### src/rtl/fft_frame_serializer.sv
// Captures 16-bin parallel FFT frames into a 2-deep ping-pong buffer and replays
// them one bin per beat on a valid/ready stream; frames arriving when full are dropped.
module fft_frame_serializer #(
    parameter int NBINS = 16,
    parameter int DW    = 32
) (
    input  logic          clk,
    input  logic          rst,
    input  logic          fft_valid,
    input  logic [DW-1:0] fft_d0,
    input  logic [DW-1:0] fft_d1,
    input  logic [DW-1:0] fft_d2,
    input  logic [DW-1:0] fft_d3,
    input  logic [DW-1:0] fft_d4,
    input  logic [DW-1:0] fft_d5,
    input  logic [DW-1:0] fft_d6,
    input  logic [DW-1:0] fft_d7,
    input  logic [DW-1:0] fft_d8,
    input  logic [DW-1:0] fft_d9,
    input  logic [DW-1:0] fft_d10,
    input  logic [DW-1:0] fft_d11,
    input  logic [DW-1:0] fft_d12,
    input  logic [DW-1:0] fft_d13,
    input  logic [DW-1:0] fft_d14,
    input  logic [DW-1:0] fft_d15,
    output logic          out_valid,
    input  logic          out_ready,
    output logic [DW-1:0] out_data,
    output logic [3:0]    out_bin,
    output logic          out_last,
    input  logic          ovf_clr,
    output logic          overflow,
    output logic [1:0]    frames_pending
);

    logic [DW-1:0] fft_bins [NBINS];
    logic [DW-1:0] frame_mem [2][NBINS];

    logic       wr_sel_q, wr_sel_d;
    logic       rd_sel_q, rd_sel_d;
    logic [1:0] count_q, count_d;
    logic [3:0] bin_idx_q, bin_idx_d;
    logic       overflow_q, overflow_d;

    logic valid, handshake, last_hs, space, accept, drop;

    always_comb begin
        fft_bins[0]  = fft_d0;   fft_bins[1]  = fft_d1;
        fft_bins[2]  = fft_d2;   fft_bins[3]  = fft_d3;
        fft_bins[4]  = fft_d4;   fft_bins[5]  = fft_d5;
        fft_bins[6]  = fft_d6;   fft_bins[7]  = fft_d7;
        fft_bins[8]  = fft_d8;   fft_bins[9]  = fft_d9;
        fft_bins[10] = fft_d10;  fft_bins[11] = fft_d11;
        fft_bins[12] = fft_d12;  fft_bins[13] = fft_d13;
        fft_bins[14] = fft_d14;  fft_bins[15] = fft_d15;
    end

    always_comb begin
        valid      = (count_q != 2'd0);
        handshake  = valid & out_ready;
        last_hs    = handshake & (bin_idx_q == 4'd15);
        // A full buffer still takes a frame when its oldest frame finishes this cycle.
        space      = (count_q < 2'd2) | last_hs;
        accept     = fft_valid & space;
        drop       = fft_valid & ~space;

        wr_sel_d   = wr_sel_q ^ accept;
        rd_sel_d   = rd_sel_q ^ last_hs;
        count_d    = count_q + 2'(accept) - 2'(last_hs);
        bin_idx_d  = handshake ? bin_idx_q + 4'd1 : bin_idx_q;
        overflow_d = overflow_q;
        if (drop)
            overflow_d = 1'b1;
        else if (ovf_clr)
            overflow_d = 1'b0;
    end

    always_ff @(posedge clk or negedge rst) begin
        if (!rst) begin
            wr_sel_q   <= 1'b0;
            rd_sel_q   <= 1'b0;
            count_q    <= '0;
            bin_idx_q  <= '0;
            overflow_q <= 1'b0;
        end else begin
            wr_sel_q   <= wr_sel_d;
            rd_sel_q   <= rd_sel_d;
            count_q    <= count_d;
            bin_idx_q  <= bin_idx_d;
            overflow_q <= overflow_d;
        end
    end

    always_ff @(posedge clk) begin
        if (accept) begin
            for (int unsigned k = 0; k < NBINS; k++)
                frame_mem[wr_sel_q][k] <= fft_bins[k];
        end
    end

    always_comb begin
        out_valid      = valid;
        out_data       = valid ? frame_mem[rd_sel_q][bin_idx_q] : '0;
        out_bin        = valid ? bin_idx_q : '0;
        out_last       = valid & (bin_idx_q == 4'd15);
        overflow       = overflow_q;
        frames_pending = count_q;
    end

endmodule

### config.mk
export PLATFORM = sky130hd
export DESIGN_NAME = fft_frame_serializer
export DESIGN_NICKNAME = d
export VERILOG_FILES = /design/src/rtl/fft_frame_serializer.sv
export SDC_FILE = /design/constraint.sdc
export NUM_CORES = 1
export LEC_CHECK = 0
export CAP_MARGIN = 0
export CORE_UTILIZATION = 23
export DETAILED_ROUTE_END_ITERATION = 6
export SLEW_MARGIN = 20
export SYNTH_ARGS = -nofsm -noshare
export SYNTH_HDL_FRONTEND = slang
export SYNTH_SLANG_ARGS = --single-unit
### constraint.sdc
create_clock -name clk -period 12.9 [get_ports clk]
set_input_delay 3.87 -clock clk [delete_from_list [all_inputs] [get_ports clk]]
set_output_delay 3.87 -clock clk [all_outputs]
set_load 0.02 [all_outputs]
==> results by group, run 1 <==
Status
  • Status: complete, no violations

Setup path
  • R2R depth: 10
  • Crit. End Element: output pin
  • Crit path DAT: about 5.6 ns
  • Reg2reg end: frame_mem[1][293]
  • Worst Path Class, Setup: flip-flop to output pin
  • FF-to-FF Start: frames_pending[1]
  • Worst Path Max Fanout: 42
  • Worst Setup Start Kind: flip-flop
  • CP Data Required Time: roughly 9 ns
  • Reg2Reg Setup Slack: 8.03 ns

Detailed routing
  • Iter 0 DRT Violations: approximately 1600
  • Antenna Nets Post-Route: 0
  • Routed via count: between 20000 and 25000
  • Wire per inst: roughly 28 µm
  • Vias per cell: about 4.3
  • WL final: ~140 mm
  • TritonRoute pass-1 iters: 5
  • DRC viols: 0

Cells and area
  • Final-stage net count: ~3200
  • Area of the multi-input gates: approximately 8200 µm²
  • # fillers: 16800
  • Fin area: 51800 µm²
  • Final std cells w/o fill: 5129
  • Share of layout cells above drive strength 1: under 10%
  • Sequential Area: about 31000 µm²
  • Synth-to-Final Area Change: 29.5%
  • Layout Utilization: between 30% and 40%

Pwr
  • NetSw: 4.12 mW
  • Lkg Pwr: 16.9 nW
  • Sw frac: 35.1%
  • Worst vdd ir: ~0.12 mV
  • Comb power frac: 33.5%
  • Sequential power share: between 30% and 40%
  • Clock share of power: a little over a quarter
  • Power density cells: roughly 230 nW/µm²
  • Pint: approximately 7.6 mW

Global routing
  • Antenna violations before repair: between 100 and 150
  • Global Route Usage Sum: between 10% and 20%
  • Vias in the first global route: roughly 23000
  • Largest net degree at the start of global routing: 157
  • GR Overflow Total: 0
  • First-pass GRT wire length: 186 mm

STA
  • FMAX: 106 MHz
  • Final period utilization: around three quarters
  • Shortest period the worst path allows: between 9 and 10 ns
  • Hold_ws: about 0.54 ns
  • Slew Viols, Final: 0
  • Setup TNS after final layout: 0 ns
  • Worst-Margin Slew: 1.15 ns
  • Setup violators final: 0
  • RSZ-0062 raised after global routing: false
  • Fin. Hold Viols: 0
  • Relative slew slack: a little under a quarter
  • Fin Clk Skew: 0.0316 ns

Floorplan
  • Die Ht: roughly 420 µm
  • Ports: 558
  • Site row count: roughly 150
  • Die Wd: 419 µm
  • Core Area: approximately 170000 µm²
  • Starting density of the core: 23.2%
  • Die footprint: between 150000 and 200000 µm²

Synthesis
  • Syn avg cell area: between 15 and 20 µm²
  • Yosys reg bits: ~1000
  • Top_reg_cell synth: edfxtp_1
  • Synth Warn #: 0
  • Yosys cell types: 30
  • Yosys top cell area share: approximately 77%
  • FFs w/ async S/R, synth: less than 1%
  • Sequential-to-total area share from yosys stat: 77.4%
  • Synth Cell Area: 40000 µm²
  • Synth top cells by count: edfxtp_1 (1024), mux2i_1 (484), a22oi_1 (241)
  • Top cells by area, synth: edfxtp_1 (77%), mux2i_1 (12%), a22oi_1 (4.5%)
  • Most numerous cell in the Yosys netlist: edfxtp_1
  • Post-synthesis instance total: 2107
  • Post-synth EDFFs: around 1000
  • Synth area leader: edfxtp_1
  • Post-synthesis net count: about 2600

Clocking
  • CTS tree: done
  • Hold-fix buffers, CTS: 0
  • CTS H-Tree Depth: 3
  • Setup Buffers After CTS: 0
  • Clock transition at the registers of the reported paths: ~0.060 ns
  • PostCTS Resize Cnt: 0
  • Maximum clock path buffer count: 3
  • # clock sinks: approximately 1000
  • Root Driver: clkbuf_16
  • Worst skew pair latency: 0.73 ns
  • Total CTS buffers: 106

Hold path
  • Cells on Worst Hold Path: 2
  • Worst Hold Class: flip-flop to flip-flop
  • Worst hold start: overflow
  • Hold Path Sink: overflow

Place
  • RePlAce Congestion: 0.818
  • Placed cell count: around 5000
  • Detailed Place HPWL: a little over 100 mm
  • Placed Area: around 48000 µm²
  • I/O Buffers: about 560

Job
  • Max-Cap Viols: 0
==> power groups by stage <==
stage	clock [mW]	sequential, mW	combinational [mW]
final	3.21	4.60	3.93
after floorplan	0	4.99	2.27
after global routing	3.40	4.65	4.12
after CTS	3.28	4.60	4.03
after global placement	0	4.65	4.03
after detailed placement	0	4.67	4.02
==> routing by layer <==
metal	wire (µm)	track usage, %
met2	76200	28.4
met5	591	0
met1	47200	15.4
met3	9520	4.73
met4	7660	9.69
==> worst max-delay path, cell delays in order, from the launching register on <==
cell             delay [ns]
dfrtp_4                0.56
buf_4                  0.56
and2_4                 0.66
buf_4                  0.53
buf_4                  0.65
a22oi_1                0.21
and3_1                 0.27
a41oi_1                0.49
nand3_1                0.21
clkdlybuf4s50_1        0.59
==> worst max-delay path by stage <==
| stage | startpoint | to | slack [ns] | cells after the start |
|---|---|---|---|---|
| after detailed placement | bin_idx_q[1] | out_data[30] | 4.18 | 9 |
| after global routing | bin_idx_q[1] | out_data[30] | 3.35 | 9 |
| after global placement | rd_sel_q | out_data[10] | 4.13 | 6 |
| after floorplan | out_ready | frame_mem[1][0] | -3.96 | 4 |
| after CTS | bin_idx_q[1] | out_data[30] | 3.35 | 9 |
| final | bin_idx_q[1] | out_data[30] | 3.44 | 9 |
==> cell usage in the layout (no fill, tap or decap), drive strengths merged, types with 3 or more instances in the layout <==
cell type and count:
a22oi 241, and2 7, and3 5, buf 38
bufinv 16, clkbuf 125, clkdlybuf4s50 557, clkinv 47
clkinvlp 6, dfrtp 9, diode 45, edfxtp 1024
ha 5, inv 12, mux2i 484, mux4 14
nand2 5, nand3 115, nand4 29, nor2 4
nor2b 3, o211ai 14, xnor2 6
==> through the flow <==
stage / power, mW / setup slack [ns]
6_report: 11.7 / 3.44
3_3_place_gp: 8.68 / 4.13
3_5_place_dp: 8.70 / 4.18
4_1_cts: 11.9 / 3.35
5_1_grt: 12.2 / 3.35
2_1_floorplan: 7.27 / -3.96
==> area by class of cell <==
cell class,instances,share of cell area (%)
Antenna cell,45,0.217
Clock buffer,125,5.40
Clock inverter,74,1.66
Inverter,7,0.0507
Multi-Input combinational cell,940,15.9
Sequential cell,1033,59.8
Tap cell,2310,5.58
Timing Repair Buffer,595,11.4
==> state kept, by name, summed over array words and instances, names as in the netlist <==
name / count
bin_idx_q: 4
frame_mem: 1024
frames_pending: 2
overflow: 1
rd_sel_q: 1
wr_sel_q: 1
==> kinds of logic (layout without fill, tap and decap cells) <==
kind of cell | count (synthesis) | after routing | share of synthesized area, %
multiplexers | 499 | 499 | 12.9
XOR/XNOR | 6 | 6 | 0.131
other | 0 | 45 | 0
buffers and inverters | 134 | 801 | 2.21
AO/OA/AOI/OAI | 259 | 259 | 4.85
AND/OR/NAND/NOR | 171 | 171 | 2.29
adder cells (fa/ha/maj) | 5 | 5 | 0.156
flip-flops | 1033 | 1033 | 77.4
Power figures use the tool's default switching activity.
==> run 2, diff against run 1 <==
==> constraint.sdc (replaced) <==
create_clock -name clk -period 9.1 [get_ports clk]
set_input_delay 2.73 -clock clk [delete_from_list [all_inputs] [get_ports clk]]
set_output_delay 2.73 -clock clk [all_outputs]
set_load 0.02 [all_outputs]
==> run 2 against run 1 <==
- first-iteration DRC count grew 1.7%
- critical path depth shrank 3
- clock power grew 44%
- clock skew grew 0.025 ns
- sequential share of layout area shrank 0.30 points
- power grew 43%
- setup slack lost 1.8 ns
- sequential power grew 42%
- flip-flop and latch count is the same
- combinational power grew 43%
- cell area grew 0.50%
- critical path type unchanged
- largest power group unchanged
- highest routed layer unchanged
==> results by group, run 2 (same netlist as run 1, synthesis figures left out) <==
Place
  • Placed Area: 48200 µm² (+0.39%)
  • Detailed Place HPWL: 98.2 mm (-5.2%)
  • I/O Buffers: 557 (unchanged)
  • Placed cell count: 4897 (+0.25%)
  • RePlAce Congestion: 0.810 (-0.99%)

Cells and area
  • Number of flip-flops in the largest register: 1024 (unchanged)
  • Sequential Area: 31000 µm² (unchanged)
  • Final std cells w/o fill: 5139 (+0.19%)
  • Area of the multi-input gates: 8200 µm² (-0.12%)
  • Commonest non-fill, non-tap cell in the layout: edfxtp_1
  • Commonest cells after routing, fill and taps aside: edfxtp_1 (1024), clkdlybuf4s50_1 (557), mux2i_1 (484)
  • Synth-to-Final Area Change: 30.1%
  • Share of layout cells above drive strength 1: 9.07% (+0.60 points)
  • # fillers: 16800 (-0.036%)
  • Largest reg by FF count: frame_mem
  • Final-stage net count: 3224 (+0.59%)
  • Fin area: 52100 µm² (+0.50%)
  • Layout Utilization: 30.2% (+0.15 points)

Floorplan
  • Die Wd: 419 µm (unchanged)
  • Starting density of the core: 23.2% (unchanged)
  • Ports: 558 (unchanged)
  • Core Area: 172000 µm² (unchanged)
  • Die footprint: 176000 µm² (unchanged)
  • Site row count: 152 (unchanged)
  • Die Ht: 419 µm (unchanged)

Detailed routing
  • TritonRoute pass-1 iters: 7 (+2)
  • DRC viols: 0 (unchanged)
  • Antenna Nets Post-Route: 0 (unchanged)
  • Routed via count: 21900 (-1.5%)
  • Wire per inst: 26.3 µm (-4.6%)
  • Vias per cell: 4.27 (-1.7%)
  • Iter 0 DRT Violations: 1587 (+1.7%)
  • WL final: 135 mm (-4.4%)

Hold path
  • Cells on Worst Hold Path: 2 (unchanged)
  • Worst Hold Class: flip-flop to flip-flop
  • Worst hold start: overflow
  • Hold Path Sink: overflow

Global routing
  • First-pass GRT wire length: 179 mm (-3.7%)
  • Global Route Usage Sum: 15.0% (-0.67 points)
  • GR Overflow Total: 0 (unchanged)
  • Vias in the first global route: 22600 (-0.56%)
  • Antenna violations before repair: 88 (-33%)
  • Largest net degree at the start of global routing: 153 (-2.5%)

Pwr
  • Pint: 10.9 mW (+43%)
  • Sw frac: 34.9% (-0.15 points)
  • Total Power: 16.8 mW (+43%)
  • NetSw: 5.85 mW (+42%)
  • Power density cells: 322 nW/µm² (+42%)
  • Lkg Pwr: 17.1 nW (+0.91%)
  • Comb power frac: 33.5% (about the same)
  • Sequential power share: 38.9% (-0.3 points)
  • Clock share of power: 27.6% (+0.3 points)
  • Worst vdd ir: 0.211 mV (+72%)

STA
  • Fin. Hold Viols: 0 (unchanged)
  • Final period utilization: 82.5%
  • Slew Viols, Final: 0 (unchanged)
  • Relative slew slack: 28.9% (+5.6 points)
  • Fin Clk Skew: 0.0566 ns (+0.0249 ns)
  • Worst-Margin Slew: 1.07 ns (-0.0845 ns)
  • Shortest period the worst path allows: around 7.5 ns
  • Setup violators final: 0 (unchanged)
  • RSZ-0062 raised after global routing: false
  • FMAX: roughly 130 MHz

Clocking
  • PostCTS Resize Cnt: 0 (unchanged)
  • CTS H-Tree Depth: 3 (unchanged)
  • Worst skew pair latency: 0.75 ns (+0.02 ns)
  • Clock transition at the registers of the reported paths: 0.06 ns (about the same)
  • CTS tree: done
  • # clock sinks: 1033 (unchanged)
  • Maximum clock path buffer count: 3 (unchanged)
  • Hold-fix buffers, CTS: 0 (unchanged)
  • Root Driver: clkbuf_16
  • Total CTS buffers: 113 (+6.6%)
  • Setup Buffers After CTS: 0 (unchanged)

Setup path
  • R2R depth: 8 (-2)
  • Reg2reg end: frame_mem[1][109]
  • CP Cell Sequence: buf_4, nor2b_2, a22oi_1, nand3_1, nand4_1, clkdlybuf4s50_1
  • Worst Path Class, Setup: flip-flop to output pin
  • CP Data Required Time: 6.37 ns (-2.66 ns)
  • Reg2Reg Setup Slack: 5.19 ns (-2.84 ns)
  • Slowest CP cell: dfrtp_4
  • Worst Setup Start Kind: flip-flop
  • Critical Path Max Stage Delay: 0.95 ns (+0.29 ns)
  • Worst Path Max Fanout: 35 (-17%)
  • Crit. End Element: output pin
  • Crit path DAT: 4.78 ns (-0.81 ns)
  • FF-to-FF Start: frames_pending[1]

Job
  • Max-Cap Viols: 0 (unchanged)

Status
  • Status: complete, no violations
==> run 2: cell count changes in the layout (fill, tap and decap cells not counted), sizes merged <==
cell,change
diode,-16
buf,+12
clkbuf,+12
clkinv,+7
clkinvlp,-3
bufinv,-2
==> run 2: stage by stage <==
stage / TNS, ns / hold WS, ns / worst slack [ns]
6_report: 0 / 0.532 / 1.59
3_3_place_gp: 0 / 0.513 / 2.19
4_1_cts: 0 / 0.534 / 1.33
5_1_grt: 0 / 0.558 / 1.31
2_1_floorplan: -968.26 / 0.480 / -0.946
3_5_place_dp: 0 / 0.523 / 2.19
==> run 2: area by class of cell <==
cell class              instances  area share, %
repair buffers                607           11.7
inverters                       7         0.0505
diodes                         29          0.139
multi-input cells             940           15.8
clock buffers                 137           5.65
well taps                    2310           5.55
clock inverters                76           1.59
flip-flops and latches       1033           59.5
==> run 2: worst max path at each step <==
stage / startpoint / slack, ns / endpoint
after floorplan: out_ready / -0.95 / frame_mem[1][0]
after global placement: rd_sel_q / 2.19 / out_data[18]
after detailed placement: rd_sel_q / 2.19 / out_data[18]
after CTS: rd_sel_q / 1.33 / out_data[18]
after global routing: rd_sel_q / 1.31 / out_data[9]
final: rd_sel_q / 1.59 / out_data[9]
==> run 2: per-layer routing <==
metal / share of wire (%) / track usage, %
met1: 34 / 15.1
met2: 54 / 27.4
met3: 6.3 / 4.26
met4: 4.9 / 8.51
met5: 0.31 / 0
==> run 2: power groups by stage <==
stage | Sequential [mW] | Clock (mW) | Combinational, mW
global route | 6.59 | 4.91 | 5.94
floorplan | 6.78 | 0 | 3.22
detailed placement | 6.63 | 0 | 5.79
global placement | 6.60 | 0 | 5.76
CTS | 6.53 | 4.73 | 5.80
finish | 6.53 | 4.62 | 5.62
==> run 2: worst max-delay path, delay by kind of cell (launching register included) <==
kind                   cells  cell delay (ns)
AND/OR/NAND/NOR            3             1.58
buffers and inverters      2             1.19
flip-flops                 1             0.95
AO/OA/AOI/OAI              1             0.22
